==> src/rtl/fetch_stage.sv <==
// IF stage and IF/ID pipeline register: holds PC_F, picks the next PC from the
// instruction in D (beq/j/jal/jr with one delay slot) and honours the hazard stall.
module fetch_stage #(
  parameter logic [31:0] PC_RESET = 32'h0000_3000,
  parameter int unsigned IM_WORDS = 1024
) (
  input  logic        clk,
  input  logic        reset,
  input  logic        stall,
  input  logic        cmp_equal,
  input  logic [31:0] rs_fwd,
  input  logic [31:0] im_data,
  output logic [31:0] im_addr,
  output logic [31:0] InsD,
  output logic [31:0] PC_D,
  output logic [31:0] PC8_D,
  output logic        exc_D
);

  localparam logic [31:0] PC_LAST = PC_RESET + 32'(4 * IM_WORDS) - 32'd4;

  logic [31:0] pc_f;
  logic [31:0] pc_next;
  logic [31:0] branch_target;
  logic [31:0] jump_target;
  logic [31:0] branch_offset;
  logic [5:0]  opcode;
  logic [5:0]  funct;
  logic        is_beq;
  logic        is_jump;
  logic        is_jr;
  logic        fetch_legal;

  assign opcode  = InsD[31:26];
  assign funct   = InsD[5:0];
  assign is_beq  = (opcode == 6'b000100);
  assign is_jump = (opcode == 6'b000010) || (opcode == 6'b000011);
  assign is_jr   = (opcode == 6'b000000) && (funct == 6'b001000);

  assign branch_offset = {{14{InsD[15]}}, InsD[15:0], 2'b00};
  assign branch_target = PC_D + 32'd4 + branch_offset;
  // The 256MB region comes from PC_D rather than the delay slot's PC.
  assign jump_target   = {PC_D[31:28], InsD[25:0], 2'b00};

  assign fetch_legal = (pc_f[1:0] == 2'b00) && (pc_f >= PC_RESET) && (pc_f <= PC_LAST);

  always_comb begin
    pc_next = pc_f + 32'd4;
    if (is_beq && cmp_equal) begin
      pc_next = branch_target;
    end else if (is_jump) begin
      pc_next = jump_target;
    end else if (is_jr) begin
      pc_next = rs_fwd;
    end
  end

  // Stall freezes both PC_F and IF/ID, so a redirect pending in D is retaken on release.
  always_ff @(posedge clk) begin
    if (reset) begin
      pc_f  <= PC_RESET;
      InsD  <= 32'h0;
      PC_D  <= 32'h0;
      exc_D <= 1'b0;
    end else if (!stall) begin
      pc_f <= pc_next;
      PC_D <= pc_f;
      if (fetch_legal) begin
        InsD  <= im_data;
        exc_D <= 1'b0;
      end else begin
        InsD  <= 32'h0;
        exc_D <= 1'b1;
      end
    end
  end

  assign im_addr = pc_f;
  assign PC8_D   = PC_D + 32'd8;

endmodule
==> config.mk <==
export PLATFORM = sky130hd
export DESIGN_NAME = fetch_stage
export DESIGN_NICKNAME = d
export VERILOG_FILES = /design/src/rtl/fetch_stage.sv
export SDC_FILE = /design/constraint.sdc
export NUM_CORES = 1
export LEC_CHECK = 0
export ABC_CLOCK_PERIOD_IN_PS = 2800
export BUFFER_PORTS_ARGS = -buffer_cell sky130_fd_sc_hd__buf_2
export CORE_MARGIN = 10
export CORE_UTILIZATION = 48
export DETAILED_ROUTE_END_ITERATION = 10
export PLACE_DENSITY = 0.81
export SLEW_MARGIN = 20
export SYNTH_ARGS = -nofsm -noshare
export SYNTH_HDL_FRONTEND = slang
export SYNTH_SLANG_ARGS = --single-unit
export TNS_END_PERCENT = 1
==> constraint.sdc <==
create_clock -name clk -period 2.8 [get_ports clk]
set_input_delay 0.14 -clock clk [delete_from_list [all_inputs] [get_ports clk]]
set_output_delay 0.14 -clock clk [all_outputs]
set_load 0.1 [all_outputs]
==> results.md <==
- Yosys printed 0 warnings.
- The routed design could run at a clock period as short as 2.89 ns.
- In this run the number of cells on the critical path is 14.
- On the final layout, the worst clock skew is 0.00782 ns.
- After global routing the overflow that remains totals 0.
- Once detail routing completed, the nets flagged for antenna violations numbered 0.
- The worst register-to-register path begins at InsD[0].
- After synthesis, the mean cell area works out to 7.99 sq um.
- The netlist uses 69 different library cells.
- Across the run, the number of max-cap violations was 0.
- For this configuration, the core starts out at a cell density of roughly half.
- The tightest min-delay check is of the in -> reg type.
- Summed over all layers, the routed wires come to roughly 26 mm.
- Measured along the x axis, the die boundary spans 142 microns.
- The post-layout utilization of the core is 64.8%.
- In this run the worst path has a maximum fanout of 3.
- The critical path is of the reg -> reg type.
- For the worst setup path, the data arrival time is 3.11 ns.
- The pin count of the biggest net entering global routing is 53.
- The power density over the cells is 386 nW/um^2.
- Counting flops and latches in the post-synthesis netlist gives between 90 and 100.
- Setup repair after global routing could not meet its margin everywhere.
- The startpoint class of the critical path is a register.
- The die is 142 microns tall.
- Measured in cells, the most critical reg-to-reg path has a length of 14.
- The sequential cell area is 1960 sq um.
- The number of synthesized flops with an enable pin is 0.
- Combinational cells account for 27.3% of the total power.
- The required time of the critical path is 3.02 ns.
- The worst setup slack after layout is -0.0942 ns.
- The detailed-route wire length per cell is 19.4 microns.
- The number of antenna violations at the first check in global routing is 2.
- The synthesized netlist occupies a cell area of 7090 sq um.
- The multi-input logic area is 5110 sq um.
- The post-detailed-route via-to-cell ratio is 5.94.
- Clock tree synthesis selected as its root buffer the cell clkbuf_16.
- The fmax is roughly 350 MHz.
- The final RePlAce weighted congestion is 0.968.
- The launch point of the worst path is InsD[0].
- The total DRC errors in the routed layout is 0.
- The share of power burned in the clock network is 31.5%.
- The proportion of synthesized chip area in sequential cells is 27.4%.
- The worst setup path is captured at a register.
- In this run the standard cell core region covers 14,500 sq um.
- In this run the critical register-to-register path is captured at im_addr[21].
- Dividing the final minimum period by the clock period gives 103%.
- The clock transition at the register clock pins on the worst setup and hold paths after CTS is 0.07 ns.
- The share of total power dissipated in sequential elements is 41.2%.
- In this run, CTS created clock tree buffers numbering 9.
- For this design the static power due to leakage is 4.66 nW.
- Detailed placement finished with a half-perimeter wire length of roughly 20 mm.
- The source-to-sink clock delay at the later pin of the worst-skew pair is 0.35 ns.
- Headroom to the max-slew limit came out at a little under three fifths.
- The count of endpoints failing hold in the final timing report came to 0.
- The total placed cells including tap cells is 1,308.
- The predominant post-synthesis flop cell is dfxtp_1.
- In this run, post-CTS hold repair placed 0 buffers.
- The number of input and output port buffers inserted is 196.
- Final hold analysis gives a worst-case slack of 0.0187 ns.
- The final layout contains 1,264 nets.
- The area overhead of the layout relative to synthesis is 32.7%.
- The worst stage delay on the critical path is 0.38 ns.
- The net switching power is roughly 1.4 mW.
- The number of buffers on the longest clock path is 2.
- The internal power summed over all cells is 2.28 mW.
- The switching portion of total power is 37.2%.
- Traced cell by cell, the critical path runs through inv_2 > ha_1 > inv_1 > ha_2 > fa_2 > a211oi_2 > o21ai_2 > and2_4 > a311o_1 > a21o_2 > buf_4 > mux2i_1 > o31ai_1 > a211oi_1.
- The number of rows in the core area is 44.
- The overall power consumption is 3.63 mW.
- The number of instances in the synthesized netlist is 888.
- The iteration-0 DRC count of the detailed router is 774.
- The slew of the pin with the lowest slew margin is approximately 0.66 ns.
- In the final layout, the share of cells above drive strength 1 is between 30% and 40%.
- Setup violations remaining at the end of the flow were counted as 5.
- The capturing instance or port of the critical path is im_addr[21].
- Synthesis produced a netlist with a net count of a little over 1,000.
- In this run the post-CTS setup repair buffer count came out at 0.
- The first detailed-routing pass ran for 7 iterations.
- The number of filler instances in the final layout is approximately 1,200.
- In the synthesized netlist the async set-or-reset flop fraction comes to 0%.
- In this run the register-to-register setup slack is -0.09 ns.
- The flow ran to the end, but the final reports show violations.
- In this design, the largest share of critical-path delay is due to compound AO/OA/AOI/OAI gates.
- Summing over every cut layer, the via total after detailed routing is 7,879.
- The number of global-route vias before repair came to 7,553.
- 197 I/O pins were placed.
- For this design, the sink count on the clock tree is 97.
- The clock tree from TritonCTS is done.
- The floorplan step defined a die boundary enclosing 20,000 sq um.
- Global routing used 24.7% of the available tracks across all layers.
- The final-report max-slew violation count is 0.
- Among all stages on the critical path, the largest delay is contributed by fa_2.
- The CTS H-tree depth is 3.
- The number of standard cells in the layout, taps in and fillers out is between 1,000 and 1,500.
- The peak supply drop is 289 uV.
- The wire length of the first global-routing pass is 40.4 mm.
- The buffering stage count on the worst path with inverters included is 3.
- The final reports fail on setup timing.
[cell families (layout without fill, tap and decap cells)]
logic type,count (synthesis),in the layout,share of synthesized area (%)
flip-flops,97,97,27.4
XOR/XNOR,66,66,8.15
buffers and inverters,68,320,3.95
AO/OA/AOI/OAI,243,243,23.8
multiplexers,40,40,5.70
adder cells (fa/ha/maj),61,61,10.9
other,0,2,0
AND/OR/NAND/NOR,313,313,20.2
[per-stage QoR]
step / TNS [ns] / worst slack [ns] / area (sq um)
CTS: -0.193 / -0.0777 / 9390
finish: -0.286 / -0.0942 / 9420
detailed placement: -1.69 / -0.327 / 9060
floorplan: -17.25 / -0.628 / 7260
global route: -2.09 / -0.282 / 9410
global placement: -1.21 / -0.274 / 9060
[sequential cells by signal, indices dropped and copies added (netlist names)]
signal and flops:
InsD 32, im_addr 32, exc_D 1, PC_D 32
[power by group through the flow]
stage	combinational (mW)	clock, mW	sequential [mW]
finish	0.992	1.14	1.50
global route	1.04	1.21	1.50
CTS	0.985	1.15	1.49
detailed placement	0.981	0	1.53
global placement	0.972	0	1.52
floorplan	0.396	0	1.85
[cell type report]
class / instances / area share, %
diodes: 2 / 0.0532
clock inverters: 6 / 0.372
clock buffers: 10 / 2.43
flip-flops and latches: 97 / 20.8
repair buffers: 287 / 19.0
multi-input cells: 723 / 54.3
well taps: 184 / 2.45
inverters: 17 / 0.678
[synth_stat cells (3+ instances only)]
cell type | count | area share (%)
and4_1 | 5 | 0.62
a21o_1 | 14 | 1.5
a31oi_1 | 10 | 0.88
nand4_1 | 12 | 1.1
xnor2_1 | 41 | 5.1
inv_1 | 17 | 0.90
and2_1 | 4 | 0.35
a22oi_1 | 35 | 3.7
a21oi_1 | 48 | 3.4
or2_2 | 5 | 0.44
nand2b_1 | 6 | 0.53
ha_1 | 60 | 11
mux2_2 | 3 | 0.48
a221o_1 | 7 | 0.99
mux2i_1 | 37 | 5.2
buf_1 | 3 | 0.16
a211oi_2 | 3 | 0.53
a211oi_1 | 20 | 2.1
o221ai_1 | 4 | 0.49
o211ai_1 | 5 | 0.53
and3_1 | 10 | 0.88
nand3_1 | 22 | 1.6
nand2_1 | 75 | 4.0
xor2_1 | 25 | 3.1
nor4_1 | 8 | 0.71
buf_2 | 4 | 0.28
clkbuf_1 | 38 | 2.0
o21a_1 | 6 | 0.63
dfxtp_1 | 97 | 27
nor3_1 | 14 | 0.99
or3_1 | 3 | 0.26
o21bai_1 | 6 | 0.63
a221oi_1 | 13 | 1.6
nor2_1 | 138 | 7.3
o21ai_0 | 40 | 2.8
buf_4 | 5 | 0.53
o22ai_1 | 4 | 0.35
[routing by layer]
layer	vias up	wire length, microns	global-route usage [%]	share of wire, %
met2	415	11600	38.2	45
li1	3756	-	-	-
met1	3660	10800	32.0	42
met3	48	2710	6.41	11
met4	0	702	9.52	2.7
met5	-	0	0	0
[worst min path at each step]
stage                      startpoint       end  slack (ns)  depth (start not counted)
after floorplan           im_data[12]  InsD[12]        0.28                          2
after global placement    im_data[29]  InsD[29]        0.37                          3
after detailed placement  im_data[26]  InsD[26]        0.38                          3
after CTS                 im_data[26]  InsD[26]        0.01                          3
after global routing      im_data[10]  InsD[10]        0.04                          3
final                      im_data[6]   InsD[6]        0.02                          3
[tightest hold or removal path: cells and delay by family]
kind / cells / cell delay, ns
buf+inv: 1 / 0.08
simple gates: 1 / 0.07
compound gates: 1 / 0.05
[layout by cell type, fill, tap and decap left out, types with 10 or more instances in the layout]
cell type / instances
buf_2: 188
nor2_1: 133
buf_4: 91
dfxtp_1: 87
nand2_1: 75
ha_1: 58
a21oi_1: 47
o21ai_0: 38
mux2i_1: 37
a22oi_1: 35
xnor2_1: 28
nand3_1: 22
xor2_1: 22
a211oi_1: 19
inv_1: 16
nor3_1: 14
a21o_1: 14
a221oi_1: 13
nand4_1: 12
xnor2_2: 12
and3_1: 10
[repair_timing]
action,CTS,global route
resized for setup,13,8
endpoints found under the hold margin,0,0
endpoints found under the setup margin,16,24
pin swaps,12,2
(Power assumes the default switching activity.)
